<file path="src/rtl/enigma_decoder_if.sv">
// Bus bundle between the Enigma receive-side decoder and its host.
// The master side drives vault writes and decode requests; the slave
// side (the decoder) returns status and the plaintext.
interface enigma_decoder_if;
    logic        store;
    logic [79:0] store_code;
    logic [7:0]  store_key;
    logic        start;
    logic [79:0] code_in;
    logic [7:0]  key;
    logic        busy;
    logic        done;
    logic        ok;
    logic [79:0] code_out;
    logic [1:0]  tries_left;
    logic        locked;

    modport master (
        output store, store_code, store_key, start, code_in, key,
        input  busy, done, ok, code_out, tries_left, locked
    );

    modport slave (
        input  store, store_code, store_key, start, code_in, key,
        output busy, done, ok, code_out, tries_left, locked
    );
endinterface

</file>
<file path="src/rtl/enigma_decoder.sv">
// Enigma receive-side decoder.
// Ciphertexts registered in a small vault (code + key) may be decoded;
// the vault is searched one entry per cycle, then the 10 bytes are decoded
// one per cycle from byte 9 down to byte 0 using a running 6-bit chain.
// Optional macro ENIGMA_DEC_LOCKOUT_EN compiles in failure counting,
// tries_left tracking and the absorbing LOCKED state.
module enigma_decoder #(
    parameter int DEPTH     = 10,
    parameter int MAX_TRIES = 3
) (
    input logic             msclk,
    input logic             rst,
    enigma_decoder_if.slave bus
);
    localparam int               IDX_W     = (DEPTH > 1) ? $clog2(DEPTH) : 1;
    localparam logic [IDX_W-1:0] LAST_IDX  = IDX_W'(DEPTH - 1);
    localparam logic [5:0]       PREV_INIT = 6'd5;

`ifdef ENIGMA_DEC_LOCKOUT_EN
    typedef enum logic [2:0] {S_IDLE, S_SEARCH, S_DECODE, S_DONE, S_LOCKED} state_t;
`else
    typedef enum logic [2:0] {S_IDLE, S_SEARCH, S_DECODE, S_DONE} state_t;
`endif

    // Plaintext byte: zero ciphertext bytes pass through, others are
    // unchained modulo 64 against the previous plaintext and the key.
    function automatic logic [7:0] dec_byte(input logic [7:0] c,
                                            input logic [5:0] prev,
                                            input logic [5:0] k);
        logic [5:0] p;
        p = c[5:0] - prev - k;
        return (c == 8'd0) ? 8'd0 : {2'b00, p};
    endfunction

    state_t            state_q;
    logic [DEPTH-1:0]  vld_q;
    logic [79:0]       vcode_q [DEPTH];
    logic [7:0]        vkey_q  [DEPTH];
    logic [IDX_W-1:0]  wptr_q;
    logic [IDX_W-1:0]  idx_q;
    logic [3:0]        bidx_q;
    logic [79:0]       lcode_q;
    logic [7:0]        lkey_q;
    logic [5:0]        prev_q;
    logic [79:0]       word_q;
    logic              busy_q;
    logic              done_q;
    logic              ok_q;
    logic [79:0]       code_out_q;
`ifdef ENIGMA_DEC_LOCKOUT_EN
    logic [1:0]        tries_q;
    logic              locked_q;
`endif

    logic              hit_d;
    logic [7:0]        cbyte_d;
    logic [7:0]        pbyte_d;
    logic [79:0]       word_d;

    // Vault hit test for the current index and the byte being decoded
    always_comb begin
        hit_d   = vld_q[idx_q] && (vcode_q[idx_q] == lcode_q) && (vkey_q[idx_q] == lkey_q);
        cbyte_d = lcode_q[{bidx_q, 3'b000} +: 8];
        pbyte_d = dec_byte(cbyte_d, prev_q, lkey_q[5:0]);
        word_d  = word_q;
        word_d[{bidx_q, 3'b000} +: 8] = pbyte_d;
    end

    // Vault payload, latched operands and decode chain (no reset needed)
    always_ff @(posedge msclk) begin
        if (bus.store) begin
            vcode_q[wptr_q] <= bus.store_code;
            vkey_q[wptr_q]  <= bus.store_key;
        end
        if ((state_q == S_IDLE) && bus.start) begin
            lcode_q <= bus.code_in;
            lkey_q  <= bus.key;
        end
        if (state_q == S_DECODE) begin
            word_q <= word_d;
            if (cbyte_d != 8'd0) begin
                prev_q <= pbyte_d[5:0];
            end
        end else begin
            prev_q <= PREV_INIT;
        end
    end

    // Control FSM: vault bookkeeping, search/decode sequencing, registered status
    always_ff @(posedge msclk) begin
        if (rst) begin
            state_q    <= S_IDLE;
            vld_q      <= '0;
            wptr_q     <= '0;
            idx_q      <= '0;
            bidx_q     <= '0;
            busy_q     <= 1'b0;
            done_q     <= 1'b0;
            ok_q       <= 1'b0;
            code_out_q <= '0;
`ifdef ENIGMA_DEC_LOCKOUT_EN
            tries_q    <= 2'(MAX_TRIES);
            locked_q   <= 1'b0;
`endif
        end else begin
            // Writes land regardless of state; the pointer overwrites the oldest entry
            if (bus.store) begin
                vld_q[wptr_q] <= 1'b1;
                wptr_q        <= (wptr_q == LAST_IDX) ? '0 : wptr_q + 1'b1;
            end
            done_q <= 1'b0;
            case (state_q)
                S_IDLE: begin
                    if (bus.start) begin
                        state_q <= S_SEARCH;
                        idx_q   <= '0;
                        busy_q  <= 1'b1;
                    end
                end
                S_SEARCH: begin
                    if (hit_d) begin
                        state_q <= S_DECODE;
                        bidx_q  <= 4'd9;
                    end else if (idx_q == LAST_IDX) begin
                        state_q    <= S_DONE;
                        done_q     <= 1'b1;
                        ok_q       <= 1'b0;
                        code_out_q <= '0;
`ifdef ENIGMA_DEC_LOCKOUT_EN
                        tries_q    <= tries_q - 2'd1;
                        if (tries_q == 2'd1) begin
                            locked_q <= 1'b1;
                        end
`endif
                    end else begin
                        idx_q <= idx_q + 1'b1;
                    end
                end
                S_DECODE: begin
                    if (bidx_q == 4'd0) begin
                        state_q    <= S_DONE;
                        done_q     <= 1'b1;
                        ok_q       <= 1'b1;
                        code_out_q <= word_d;
`ifdef ENIGMA_DEC_LOCKOUT_EN
                        tries_q    <= 2'(MAX_TRIES);
`endif
                    end else begin
                        bidx_q <= bidx_q - 4'd1;
                    end
                end
                S_DONE: begin
                    busy_q <= 1'b0;
`ifdef ENIGMA_DEC_LOCKOUT_EN
                    state_q <= locked_q ? S_LOCKED : S_IDLE;
`else
                    state_q <= S_IDLE;
`endif
                end
`ifdef ENIGMA_DEC_LOCKOUT_EN
                S_LOCKED: begin
                    state_q <= S_LOCKED;
                end
`endif
                default: begin
                    state_q <= S_IDLE;
                end
            endcase
        end
    end

    assign bus.busy     = busy_q;
    assign bus.done     = done_q;
    assign bus.ok       = ok_q;
    assign bus.code_out = code_out_q;
`ifdef ENIGMA_DEC_LOCKOUT_EN
    assign bus.tries_left = tries_q;
    assign bus.locked     = locked_q;
`else
    assign bus.tries_left = 2'(MAX_TRIES);
    assign bus.locked     = 1'b0;
`endif
endmodule

</file>
<file path="src/flat_wrapper.sv">
// flat-port wrapper written by rule: the top's interface ports become plain ports
module enigma_decoder_flat 
#(
    parameter int DEPTH     = 10,
    parameter int MAX_TRIES = 3
)
  (msclk, rst, bus_store, bus_store_code, bus_store_key, bus_start, bus_code_in, bus_key, bus_busy, bus_done, bus_ok, bus_code_out, bus_tries_left, bus_locked);
  enigma_decoder_if bus_i ();
  input logic msclk;
  input logic rst;
  input wire logic [$bits(bus_i.store)-1:0] bus_store;
  input wire logic [$bits(bus_i.store_code)-1:0] bus_store_code;
  input wire logic [$bits(bus_i.store_key)-1:0] bus_store_key;
  input wire logic [$bits(bus_i.start)-1:0] bus_start;
  input wire logic [$bits(bus_i.code_in)-1:0] bus_code_in;
  input wire logic [$bits(bus_i.key)-1:0] bus_key;
  output wire logic [$bits(bus_i.busy)-1:0] bus_busy;
  output wire logic [$bits(bus_i.done)-1:0] bus_done;
  output wire logic [$bits(bus_i.ok)-1:0] bus_ok;
  output wire logic [$bits(bus_i.code_out)-1:0] bus_code_out;
  output wire logic [$bits(bus_i.tries_left)-1:0] bus_tries_left;
  output wire logic [$bits(bus_i.locked)-1:0] bus_locked;
  assign bus_i.store = bus_store;
  assign bus_i.store_code = bus_store_code;
  assign bus_i.store_key = bus_store_key;
  assign bus_i.start = bus_start;
  assign bus_i.code_in = bus_code_in;
  assign bus_i.key = bus_key;
  assign bus_busy = bus_i.busy;
  assign bus_done = bus_i.done;
  assign bus_ok = bus_i.ok;
  assign bus_code_out = bus_i.code_out;
  assign bus_tries_left = bus_i.tries_left;
  assign bus_locked = bus_i.locked;
  enigma_decoder #(.DEPTH(DEPTH), .MAX_TRIES(MAX_TRIES)) u_core (.msclk(msclk), .rst(rst), .bus(bus_i));
endmodule
</file>
<file path="config.mk">
export PLATFORM = sky130hd
export DESIGN_NAME = enigma_decoder_flat
export DESIGN_NICKNAME = d
export VERILOG_FILES = /design/src/rtl/enigma_decoder_if.sv /design/src/rtl/enigma_decoder.sv /design/src/flat_wrapper.sv
export SDC_FILE = /design/constraint.sdc
export NUM_CORES = 1
export LEC_CHECK = 0
export BUFFER_PORTS_ARGS = -buffer_cell sky130_fd_sc_hd__clkbuf_2
export CAP_MARGIN = 20
export CORE_MARGIN = 2
export CORE_UTILIZATION = 30
export CTS_CLUSTER_SIZE = 25
export DETAILED_ROUTE_END_ITERATION = 16
export GPL_ROUTABILITY_DRIVEN = 0
export SLEW_MARGIN = 40
export SYNTH_ARGS = -nofsm -noshare
export SYNTH_HDL_FRONTEND = slang
export SYNTH_SLANG_ARGS = --single-unit
</file>
<file path="constraint.sdc">
create_clock -name msclk -period 10.45 [get_ports msclk]
set_clock_uncertainty 0.1 [all_clocks]
set_input_delay 1.045 -clock msclk [delete_from_list [all_inputs] [get_ports msclk]]
set_output_delay 1.045 -clock msclk [all_outputs]
set_load 0.05 [all_outputs]
</file>
== Yosys cells after proc, flatten, opt, wreduce, memory -nomap -nowiden ==
Memories as Yosys holds them, arrays and structs flattened. A register that Yosys moved wholly into a read port is not among the register bits.
Index checks and enable logic that the tools add are counted.
Storage, ports and cells
  register bits: 282
  memories kept: 2
  input port bits: 180
  bits in writable memories: 880
  output and inout bits: 86
Cells by class
  reduce and logical (&&, ||, !) cells: 16
  add/sub/neg operators: 6
  bitwise gates (word level): 1
  magnitude comparators: 3
  multiplexer cells: 39
  shifts and indexed selects: 3
  equal/unequal tests: 15
Memory list
  u_core.vcode_q: words 10, bits a word 80, read ports 1, clocked after memory_dff 1, write ports 1, line enigma_decoder.sv:37  | logic [79:0] vcode_q [DEPTH];
  u_core.vkey_q: words 10, bits a word 8, read ports 1, clocked after memory_dff 1, write ports 1, line enigma_decoder.sv:38  | logic [7:0] vkey_q [DEPTH];
Operator list (count)
  $mux W80: 3
  $pmux W80 S2: 1
  $bwmux W80: 1
  $eq A80 B80 Y1: 1
  $shift A8 B9 Y80 const A: 1
  $shiftx A8 B9 Y80: 1
  $shiftx A80 B8 Y8: 1
  $mux W4: 10
  $pmux W4 S2: 2
  $mux W3: 4
  $sub A6 B6 Y6: 2
  $mux W1: 11
  $lt A4 B5 Y1 const B: 2
  $ne A2 B2 Y1 const B: 5
  $or A10 B10 Y10: 1
  $neg A7 Y9: 1
  $pmux W3 S3: 1
  $add A4 B1 Y4 const B: 2
  $eq A4 B4 Y1 const B: 2
  $eq A8 B8 Y1: 1
  $logic_not A8 Y1: 1
  $reduce_and A4 Y1: 2
  $reduce_bool A8 Y1: 1
  $eq A3 B2 Y1 const B: 2
  other kinds (15): 24

== Depth between registers and ports, before layout ==
  depth in word-level cells: 8
  gate-level depth with buffers: 18
  mapped depth without buffers: 14

== Worst setup path before layout ==
OpenSTA, ideal clock, no wires.
  path type: input-to-reg
  start: input bus_store
  end: memory u_core.vcode_q[1][0], enable pin
  slack: 0.055 ns
  stages on the path: 2
  data required time: 9.596 ns
  buffers on the path: 0
  arrival: 9.541 ns
  setup time: 0.754 ns
  path through: nand2_1 -> nor4_1
On the way
  word-level cells in the longest chain between the ends: 2
Ends and longest elaborated chain
  from (decl): line flat_wrapper.sv:11  | input wire logic [$bits(bus_i.store)-1:0] bus_store;
  $mux W1: line enigma_decoder.sv:71  | if (bus.store) begin
  $mux W1 (implied by the code): line enigma_decoder.sv:72  | vcode_q[wptr_q] <= bus.store_code;
  to (decl): line enigma_decoder.sv:37
No other way between the ends.

==> summary.md <==
| Metric | Value |
|---|---|
| Result of the run | finished clean |
| CTS hold repair buffers | 0 |
| Count of endpoints failing setup in the final report | 0 |
| Combined area of all synthesized cells | 48000 um2 |
| Most used cell along the critical path | sky130_fd_sc_hd__buf_4 |
| RSZ-0062 raised after global routing | false |
| Net switching power | ~4000 uW |
| Final core occ | about a third |
| Worst slack at placement | between 4 and 5 ns |
| CP max stage delay | slightly below 0.7 ns |
| Vertical die dimension | a little over 400 um |
| Final critical-path required period | 6.00 ns |
| Average cell area after synthesis | 16.5 um2 |
| Slowest stage cell, crit path | sky130_fd_sc_hd__buf_4 |
| Ratio of total power to cell area | approximately 230 nW/um2 |
| Crit path DAT | around 6.5 ns |
| Worst path buffer plus inverter count | 3 |
| Fin crit share | a little under three fifths |
| Global routing usage summed across all routing layers | between 10% and 20% |
| Relative max-transition margin | approximately 39% |
| Portion of the post-synthesis area used by sequential elements | slightly above 70% |
| Startpoint kind of the worst setup timing path | register |
| Fraction of post-synthesis cell area in the top cell type by area | 65.6% |
| Biggest area consumer among synthesized cells | sky130_fd_sc_hd__edfxtp_1 |
| CTS tree | built |
| Clock latency on the worst-skew pair | around 0.8 ns |
| Leakage power total | around 0.018 uW |
| Area of the die | 163000 um2 |
| Number of warnings reported in the yosys synthesis log | 0 |
| Post-synth top flop | sky130_fd_sc_hd__edfxtp_1 |
| Post-detail-place hpwl | 93000 um |
| Via/cell ratio | between 5 and 6 |
| Clock H-tree levels | 3 |
| Number of different library cells in the post-synthesis netlist | 93 |
| Fraction of layout cells with a size suffix above 1 | a little over a fifth |
| Growth of design area from synthesis to finish | 15.6% |
| Required time reported for the critical path endpoint | 10.97 ns |
| Synth top area cells | sky130_fd_sc_hd__edfxtp_1 66%, sky130_fd_sc_hd__mux2i_1 6.4%, sky130_fd_sc_hd__mux4_2 5.4%, sky130_fd_sc_hd__dfxtp_1 4.9%, sky130_fd_sc_hd__nand2_1 2.0% |
| Final nets | approximately 3400 |
| Switching power share of the total | 31.2% |
| Dominant delay contributor by cell family on the critical path | buffers and inverters |
| Sequential fraction of design power | around 45% |
| Post-route worst setup slack | roughly 4.4 ns |
| Worst setup path class | reg -> reg |
| Clock-pin slew on the worst setup and hold paths | 0.06 ns |
| Number of max-slew violations in the final report | 0 |
| Syn Inst Count | just under 3000 |
| Maximum clock path buffer count | 3 |
| Class of the tightest hold or removal check | in -> reg |
| Top-Level Pins | around 270 |
| Worst-path cell chain | buf_4, buf_4, mux4_2, a22oi_1, o32ai_1, a211o_1, a2111o_1, nor4_2, nand4_2, o21a_1, o211ai_4, buf_4, mux2i_1 |
| Congestion Overflow GR | 0 |
| Cell at the root of the clock tree | sky130_fd_sc_hd__clkbuf_16 |
| Slew at the pin with the worst max-slew slack | ~0.91 ns |
| Max IR drop VDD | just over 0.3 mV |
| First DRT Iteration DRCs | about 3300 |
| Synthesis-stage register bit count | around 1200 |
| Maximum number of pins on one net before global-route repair | roughly 110 |
| Number of clock sinks seen by CTS | 1165 |
| Highest achievable clock rate | ~0.17 GHz |
| Commonest cells after routing, fill and taps aside | 1048 x sky130_fd_sc_hd__edfxtp_1, 309 x sky130_fd_sc_hd__mux2i_1, 262 x sky130_fd_sc_hd__clkbuf_2 |
| Clock network fraction of design power | 33.6% |
| Number of global-route vias before repair | between 20000 and 30000 |
| Worst setup EP type | register |
| Number of antenna violations at the first check in global routing | 28 |
| Number of search-and-repair iterations in the first detailed-routing pass | 6 |
| FP Rows | 146 |
| Gate power share | about 22% |
| Count of endpoints failing hold in the final timing report | 0 |
| Initial Utilization | 30.3% |
| Most common library cell in the layout ignoring fill and taps | sky130_fd_sc_hd__edfxtp_1 |
| Proportion of synthesized flip-flops having asynchronous set or reset | 0% |
| Setup Total Neg Slack | 0 ns |
| Count of cells resized by post-cts repair | 0 |
| DRC violation count after routing | 0 |
| Remaining antenna violation count after routing | 0 |
| Internal portion of total power | slightly below 9000 uW |
| Max-capacitance violation count | 0 |
| Num CTS Buffers | between 100 and 150 |
| Post-detailed-routing wire length | ~140000 um |
| Count of flip-flops with a built-in enable after synthesis | ~1000 |
| Die width | slightly above 400 um |
| Overall via count from detail_route | 28000 |
| Largest driver fanout on the critical path | 50 |
| Final Power | approximately 13000 uW |
| Setup fix buffers added after clock tree synthesis | 0 |
| Average wire per cell in the routed design | between 20 and 30 um |
| Core Box Area | ~160000 um2 |
| First-pass GRT wire length | about 200000 um |
| Port Buf Inserts | around 260 |
-- stage by stage --
step / area, um2 / hold WS [ns] / cells
floorplan: 48000 / 0.335 / 2902
detailed placement: 51400 / 0.351 / 5139
global route: 55400 / 0.289 / 5369
CTS: 55400 / 0.267 / 5367
global placement: 51400 / 0.344 / 5138
finish: 55400 / 0.332 / 5370
-- metal layers --
| layer | GRT usage [%] | share of wire (%) | vias up |
|---|---|---|---|
| li1 | - | - | 12000 |
| met1 | 23.8 | 43 | 14300 |
| met2 | 26.2 | 45 | 1317 |
| met3 | 4.25 | 8.9 | 258 |
| met4 | 4.60 | 2.5 | 32 |
| met5 | 0 | 0.14 | - |
-- path summary, 6_finish.rpt --
check | start | depth (start not counted) | to | slack (ns)
setup / recovery | register | 13 | u_core.bus.code_out[65] | 4.45
hold / removal | bus_code_in[2] | 1 | u_core.lcode_q[2] | 0.33
setup reg to reg | register | 13 | u_core.bus.code_out[65] | 4.45
hold reg to reg | u_core.bus.code_out[71] | 2 | u_core.bus.code_out[71] | 0.36
-- registers in the layout, summed over array words and instances, names as in the netlist, named ones only --
| register | cells |
|---|---|
| u_core.word_q | 80 |
| u_core.lkey_q | 8 |
| u_core.vld_q | 10 |
| u_core.lcode_q | 80 |
| u_core.vkey_q | 80 |
| u_core.bidx_q | 4 |
| u_core.idx_q | 4 |
| u_core.wptr_q | 4 |
| u_core.vcode_q | 800 |
| u_core.bus.ok | 1 |
| u_core.bus.code_out | 80 |
| u_core.bus.done | 1 |
| u_core.bus.busy | 1 |
| u_core.state_q | 2 |
| u_core.prev_q | 6 |
-- cells by family (layout without fill, tap and decap cells) --
| group | after synthesis | count (layout) | share of synthesized area, % |
|---|---|---|---|
| flops | 1165 | 1165 | 70.5 |
| simple gates | 611 | 611 | 6.15 |
| mux | 487 | 487 | 13.4 |
| compound gates | 341 | 341 | 5.17 |
| buf+inv | 176 | 569 | 2.37 |
| xor+xnor | 100 | 100 | 1.83 |
| fa+ha+maj | 19 | 19 | 0.574 |
| other cells | 2 | 6 | 0.0157 |
-- layout make-up --
class	count	area, um2
clock buffers	152	3230
well taps	2072	2590
clock inverters	76	752
diodes	3	7.51
repair buffers	306	1750
multi-input cells	1561	13100
inverters	35	131
fillers	15100	103000
flip-flops and latches	1165	33800
-- power groups by stage --
stage / Combinational, uW / Clock (uW) / Sequential (uW)
after floorplan: 1800 / 0 / 5720
after global placement: 2700 / 0 / 5800
after detailed placement: 2730 / 0 / 5800
after CTS: 2740 / 4370 / 5710
after global routing: 2930 / 4540 / 5730
final: 2730 / 4280 / 5710
-- cells in the mapped netlist, types with 6 or more instances --
| cell | count |
|---|---|
| sky130_fd_sc_hd__edfxtp_1 | 1048 |
| sky130_fd_sc_hd__mux2i_1 | 309 |
| sky130_fd_sc_hd__nand2_1 | 258 |
| sky130_fd_sc_hd__dfxtp_1 | 117 |
| sky130_fd_sc_hd__mux4_2 | 116 |
| sky130_fd_sc_hd__nor2_1 | 99 |
| sky130_fd_sc_hd__xnor2_1 | 74 |
| sky130_fd_sc_hd__clkbuf_1 | 61 |
| sky130_fd_sc_hd__mux2_2 | 60 |
| sky130_fd_sc_hd__o21ai_0 | 60 |
| sky130_fd_sc_hd__a22o_1 | 46 |
| sky130_fd_sc_hd__a21oi_1 | 36 |
| sky130_fd_sc_hd__a22oi_1 | 34 |
| sky130_fd_sc_hd__nand3_1 | 34 |
| sky130_fd_sc_hd__nor3_1 | 34 |
| sky130_fd_sc_hd__inv_1 | 33 |
| sky130_fd_sc_hd__nor4_1 | 33 |
| sky130_fd_sc_hd__buf_4 | 29 |
| sky130_fd_sc_hd__and2_1 | 27 |
| sky130_fd_sc_hd__o22ai_1 | 27 |
| sky130_fd_sc_hd__xor2_1 | 26 |
| sky130_fd_sc_hd__nand4_1 | 21 |
| sky130_fd_sc_hd__buf_6 | 19 |
| sky130_fd_sc_hd__nand2b_1 | 18 |
| sky130_fd_sc_hd__or3_1 | 17 |
| sky130_fd_sc_hd__a32o_1 | 16 |
| sky130_fd_sc_hd__ha_1 | 14 |
| sky130_fd_sc_hd__a31oi_1 | 13 |
| sky130_fd_sc_hd__o211ai_1 | 13 |
| sky130_fd_sc_hd__nor2b_1 | 12 |
| sky130_fd_sc_hd__and3_1 | 10 |
| sky130_fd_sc_hd__a211oi_1 | 9 |
| sky130_fd_sc_hd__buf_1 | 9 |
| sky130_fd_sc_hd__buf_12 | 9 |
| sky130_fd_sc_hd__nand3b_1 | 9 |
| sky130_fd_sc_hd__o31ai_1 | 9 |
| sky130_fd_sc_hd__buf_2 | 8 |
| sky130_fd_sc_hd__o21a_1 | 7 |
| sky130_fd_sc_hd__and4_1 | 6 |
| sky130_fd_sc_hd__buf_8 | 6 |
| sky130_fd_sc_hd__nand4b_1 | 6 |
| sky130_fd_sc_hd__o32ai_1 | 6 |
Note: power is estimated with default switching activity, not from simulation.
